**src/rtl/bus_pkg.sv**
```systemverilog
// Shared bus definitions: packet type, broadcast ID and destination-field helper.
package bus_pkg;

    localparam int unsigned PKT_W        = 16;
    localparam logic [7:0]  BROADCAST_ID = 8'hFF;

    typedef logic [PKT_W-1:0] pkt_t;

    function automatic logic [7:0] dest_id(input pkt_t pkt);
        return pkt[PKT_W-1 -: 8];
    endfunction

endpackage

```
**src/rtl/bus_fifo_mem.sv**
```systemverilog
// FIFO storage array: one synchronous write port, one asynchronous read port.
module bus_fifo_mem #(
    parameter int unsigned WIDTH = 16,
    parameter int unsigned DEPTH = 8
) (
    input  logic                     clk,
    input  logic                     we,
    input  logic [$clog2(DEPTH)-1:0] waddr,
    input  logic [WIDTH-1:0]         wdata,
    input  logic [$clog2(DEPTH)-1:0] raddr,
    output logic [WIDTH-1:0]         rdata
);

    logic [WIDTH-1:0] mem_q [DEPTH];

    // Contents are intentionally not reset; the pointers define what is valid.
    always_ff @(posedge clk) begin
        if (we) begin
            mem_q[waddr] <= wdata;
        end
    end

    assign rdata = mem_q[raddr];

endmodule

```
**src/rtl/bus_terminal_fifo.sv**
```systemverilog
// Per-terminal transmit FIFO feeding the bus arbiter; show-ahead head with
// occupancy, sticky overflow and a saturating drop counter.
module bus_terminal_fifo
    import bus_pkg::*;
#(
    parameter int unsigned pckg_sz = PKT_W,
    parameter int unsigned depth   = 8,
    parameter int unsigned cnt_w   = 8
) (
    input  logic                     clk,
    input  logic                     reset,
    input  logic                     push,
    input  logic [pckg_sz-1:0]       data_in,
    output logic                     full,
    output logic                     pndng,
    output logic [pckg_sz-1:0]       D_pop,
    input  logic                     pop,
    output logic [$clog2(depth):0]   count,
    output logic                     overflow,
    output logic [cnt_w-1:0]         drop_cnt
);

    localparam int unsigned PTR_W = $clog2(depth);
    localparam int unsigned OCC_W = PTR_W + 1;

    logic [PTR_W-1:0]   wr_ptr_q, wr_ptr_d;
    logic [PTR_W-1:0]   rd_ptr_q, rd_ptr_d;
    logic [OCC_W-1:0]   count_q, count_d;
    logic               full_q, full_d;
    logic               pndng_q, pndng_d;
    logic               overflow_q, overflow_d;
    logic [cnt_w-1:0]   drop_cnt_q, drop_cnt_d;
    logic               pop_ok, push_ok, drop;
    logic [pckg_sz-1:0] head;

    bus_fifo_mem #(
        .WIDTH (pckg_sz),
        .DEPTH (depth)
    ) u_mem (
        .clk   (clk),
        .we    (push_ok),
        .waddr (wr_ptr_q),
        .wdata (data_in),
        .raddr (rd_ptr_q),
        .rdata (head)
    );

    // A pop frees a slot in the same edge, so a push against a full FIFO with an accepted pop is not a drop.
    always_comb begin
        pop_ok      = pop && pndng_q;
        push_ok     = push && (!full_q || pop_ok);
        drop        = push && full_q && !pop_ok;
        wr_ptr_d    = wr_ptr_q;
        rd_ptr_d    = rd_ptr_q;
        count_d     = count_q;
        overflow_d  = overflow_q;
        drop_cnt_d  = drop_cnt_q;

        if (push_ok) begin
            wr_ptr_d = wr_ptr_q + PTR_W'(1);
        end
        if (pop_ok) begin
            rd_ptr_d = rd_ptr_q + PTR_W'(1);
        end
        case ({push_ok, pop_ok})
            2'b10:   count_d = count_q + OCC_W'(1);
            2'b01:   count_d = count_q - OCC_W'(1);
            default: count_d = count_q;
        endcase
        if (drop) begin
            overflow_d = 1'b1;
            if (drop_cnt_q != {cnt_w{1'b1}}) begin
                drop_cnt_d = drop_cnt_q + cnt_w'(1);
            end
        end

        full_d  = (count_d == OCC_W'(depth));
        pndng_d = (count_d != '0);
    end

    always_ff @(posedge clk or negedge reset) begin
        if (!reset) begin
            wr_ptr_q   <= '0;
            rd_ptr_q   <= '0;
            count_q    <= '0;
            full_q     <= 1'b0;
            pndng_q    <= 1'b0;
            overflow_q <= 1'b0;
            drop_cnt_q <= '0;
        end else begin
            wr_ptr_q   <= wr_ptr_d;
            rd_ptr_q   <= rd_ptr_d;
            count_q    <= count_d;
            full_q     <= full_d;
            pndng_q    <= pndng_d;
            overflow_q <= overflow_d;
            drop_cnt_q <= drop_cnt_d;
        end
    end

    assign full     = full_q;
    assign pndng    = pndng_q;
    assign count    = count_q;
    assign overflow = overflow_q;
    assign drop_cnt = drop_cnt_q;
    assign D_pop    = pndng_q ? head : '0;

endmodule
```
**config.mk**
```make
export PLATFORM = sky130hd
export DESIGN_NAME = bus_terminal_fifo
export DESIGN_NICKNAME = d
export VERILOG_FILES = /design/src/rtl/bus_pkg.sv /design/src/rtl/bus_fifo_mem.sv /design/src/rtl/bus_terminal_fifo.sv
export SDC_FILE = /design/constraint.sdc
export NUM_CORES = 1
export LEC_CHECK = 0
export CORE_UTILIZATION = 52
export CTS_CLUSTER_DIAMETER = 50
export DETAILED_ROUTE_END_ITERATION = 10
export PLACE_DENSITY = 0.75
export SLEW_MARGIN = 25
export SYNTH_ARGS = -nofsm -noshare
export SYNTH_HDL_FRONTEND = slang
export SYNTH_HIERARCHICAL = 1
export SYNTH_SLANG_ARGS = --single-unit
```
**constraint.sdc**
```tcl
create_clock -name clk -period 2.27 [get_ports clk]
set_input_delay 0.3405 -clock clk [delete_from_list [all_inputs] [get_ports clk]]
set_output_delay 0.3405 -clock clk [all_outputs]
set_load 0.05 [all_outputs]
```
==> metrics.md, run 1 <==
| Metric | Value |
|---|---|
| Flops & latches, synth | `149` |
| Crit path required time | `1.93 ns` |
| Synthesized instance count | `311` |
| Initial Utilization | `54.0%` |
| Tmin final | `2.53 ns` |
| Pint | `7.63 mW` |
| Die Footprint | `12400 µm²` |
| Simple-Gate Fraction of Synth Area | `6.40%` |
| Fin nets | `431` |
| Filler cell count | `779` |
| Area contributors post-synth | `edfxtp_1 62%, mux4_1 12%, dfrtp_1 8.5%` |
| DRT iter0 DRCs | `238` |
| Switching Fraction | `35.4%` |
| Port bufs | `50` |
| # hold bufs at CTS | `0` |
| Vias per cell | `5.59` |
| Period utilization | `112%` |
| Vias in the first global route | `3332` |
| Die width | `111 µm` |
| Compound-Gate Fraction of Synth Area | `1.21%` |
| Synth warn | `6` |
| Worst Tran Pin Value | `0.512 ns` |
| N_diodes | `0` |
| Combinational fraction of design power | `47.5%` |
| Top_reg_cell synth | `edfxtp_1` |
| Violated checks | `DRC, setup timing` |
| Min-Delay Path Class | `in2async` |
| Synth Cell Area | `6210 µm²` |
| Multi-input logic area | `1750 µm²` |
| CTS tree | `yes` |
| Clk slew on worst S/H paths | `0.06 ns` |
| Final Hold Slack | `0.269 ns` |
| Die H | `111 µm` |
| Post-route DRC | `7` |
| Part of the power in the clock network | `20.8%` |
| Peak supply drop | `0.958 mV` |
| Startpoint types | `flop` |
| # IOs | `51` |
| Arr. time, crit path | `2.19 ns` |
| P_sw | `4.18 mW` |
| H-tree levels | `4` |
| Crit end category | `primary output` |
| Pwr per Cell Area | `1520 nW/µm²` |
| Maximum root-to-sink buffer count | `2` |
| Async set-reset flop share out of synthesis | `14.1%` |
| Routed wire length | `11900 µm` |
| Synth top area share | `61.9%` |
| Post-Layout Inst Area | `7750 µm²` |
| Status | `finished, violations left` |
| Total clock sinks | `149` |
| RePlAce Congestion | `0.779` |
| Setup Viol. Count Final | `16` |
| Fmax | `395 MHz` |
| Post-DP HPWL | `6800 µm` |
| Post-place instance area | `7080 µm²` |
| Clock root buffer | `clkbuf_16` |
| Rel. slew slack | `65.8%` |
| Global-route wire length before repair | `17900 µm` |
| Cell row count | `39` |
| Max_cap viols | `0` |
| Yosys top cell by area | `edfxtp_1` |
| Inserted Clock Buffers | `17` |
| Library cells used by synthesis | `44` |
| Total GRT Usage | `20.1%` |
| Mapped Avg Cell Area | `20.0 µm²` |
| Area growth syn-to-layout | `24.8%` |
| Drt pass-1 iters | `7` |
| Clock Skew | `0.00781 ns` |
| Flop pwr share | `31.7%` |
| R2r startpoint | `pndng` |
| Final Hold Violating Endpoints | `0` |
| Antenna violations before repair | `0` |
| Post-synthesis mux area share | `17.3%` |
| Dpl cells | `524` |
| Setup ws final | `-0.262 ns` |
| Xor/xnor cell area share of the yosys netlist | `2.05%` |
| Vias | `3138` |
| Post-synthesis sequential area ratio | `70.3%` |
| Congestion Overflow GR | `0` |
| WL per Instance | `21.1 µm` |
| Commonest cells after routing, fill and taps aside | `128 x edfxtp_1, 34 x clkdlybuf4s50_1, 32 x mux4_2` |
| RSZ-0062 raised after global routing | `yes` |
| Clk Latency, worst-skew pair | `0.41 ns` |
| Final Total Pwr | `11.8 mW` |
| Largest family of logic cells by synthesized area | `multiplexers` |
| Slew Viols, Final | `0` |
| Share of cells above drive strength 1 | `38.5%` |
| Net Count, Synth | `337` |
| Core Box Area | `11500 µm²` |
| Synth Area in Adders | `1.21%` |
| Register area | `4370 µm²` |
| Post-route ant nets | `0` |
| Setup crit start | `rd_ptr_q[0]` |
| EDFF count, synth | `128` |
| Leak Pwr | `2.80 nW` |
| WS Path Type | `reg2out` |
| Crit Path Max Fanout | `7` |
| Largest net degree at the start of global routing | `33` |
| Final std cells w/o fill | `561` |
| Most common cell after layout, fill and taps aside | `edfxtp_1` |
[critical path, cell delays in order (launching register included)]
cell and delay (ns):
dfrtp_2 0.38, buf_12 0.14, clkbuf_16 0.17, mux4_2 0.49
mux2_4 0.29, and2_4 0.16, buf_6 0.15
[cell families after synthesis]
group                    count (synthesis)
buffers and inverters                   14
XOR/XNOR                                13
adder cells (fa/ha/maj)                  6
AO/OA/AOI/OAI                           10
AND/OR/NAND/NOR                         65
flip-flops                             149
multiplexers                            54
[cell type report]
type | count | share of cell area, %
Multi-Input combinational cell | 148 | 22.6
Sequential cell | 149 | 56.4
Inverter | 2 | 0.0968
Tap cell | 143 | 2.31
Timing Repair Buffer | 87 | 11.9
Clock buffer | 24 | 6.08
Clock inverter | 8 | 0.710
[path summary, 6_finish.rpt]
check,to,slack (ns),cells past startpoint
hold reg to reg,overflow,0.47,1
hold / removal,drop_cnt[6],0.27,2
setup / recovery,D_pop[3],-0.26,6
max in group asynchronous,pndng,1.75,2
min in group clk,overflow,0.47,1
setup reg to reg,full,0.31,10
[state kept, by name, indices dropped and copies added, names as in the netlist]
register,count
drop_cnt,8
u_mem/mem_q,128
full,1
overflow,1
count,4
rd_ptr_q,3
pndng,1
wr_ptr_q,3
[routing by layer]
metal	global-route usage, %	up-vias	wire (µm)
met5	0	-	0
met4	8.02	0	165
met3	6.29	11	860
met2	31.3	111	5970
met1	26.7	1587	4870
li1	-	1429	-
[repair_timing]
item,4_1_cts,5_1_grt
setup endpoints to repair,16,16
setup buffers,0,1
hold endpoints to repair,0,0
gates cloned,0,4
resized for setup,18,54
[power groups by stage]
stage / registers (mW) / clock network [mW] / logic (mW)
global route: 3.80 / 2.62 / 5.92
floorplan: 3.99 / 0 / 3.02
CTS: 3.74 / 2.52 / 4.86
finish: 3.75 / 2.46 / 5.61
detailed placement: 3.79 / 0 / 4.67
global placement: 3.76 / 0 / 4.62
[stage by stage]
step           util, %  setup TNS (ns)  setup WS (ns)
2_1_floorplan        -               0       0.000510
3_3_place_gp      61.5          -0.142        -0.0725
3_5_place_dp      61.5          -0.349         -0.143
4_1_cts           66.1           -4.49         -0.323
5_1_grt           67.3           -4.75         -0.324
6_report          67.3           -3.76         -0.262
[synthesized netlist by cell type, drive strengths merged (4+ instances only)]
master  count
edfxtp    128
mux4       32
mux2       22
dfrtp      21
and2       18
nand2      13
buf        10
nor2        8
nand2b      7
xnor2       7
ha          6
nand3       5
nor3        5
xor2        5
a21oi       4
Note: power is estimated with default switching activity, not from simulation.
==> inputs of run 2 (changes only) <==
- ABC_AREA: unset -> 0
==> results of run 2 <==
The final DEF is identical to that of run 1; final timing and power are the same.
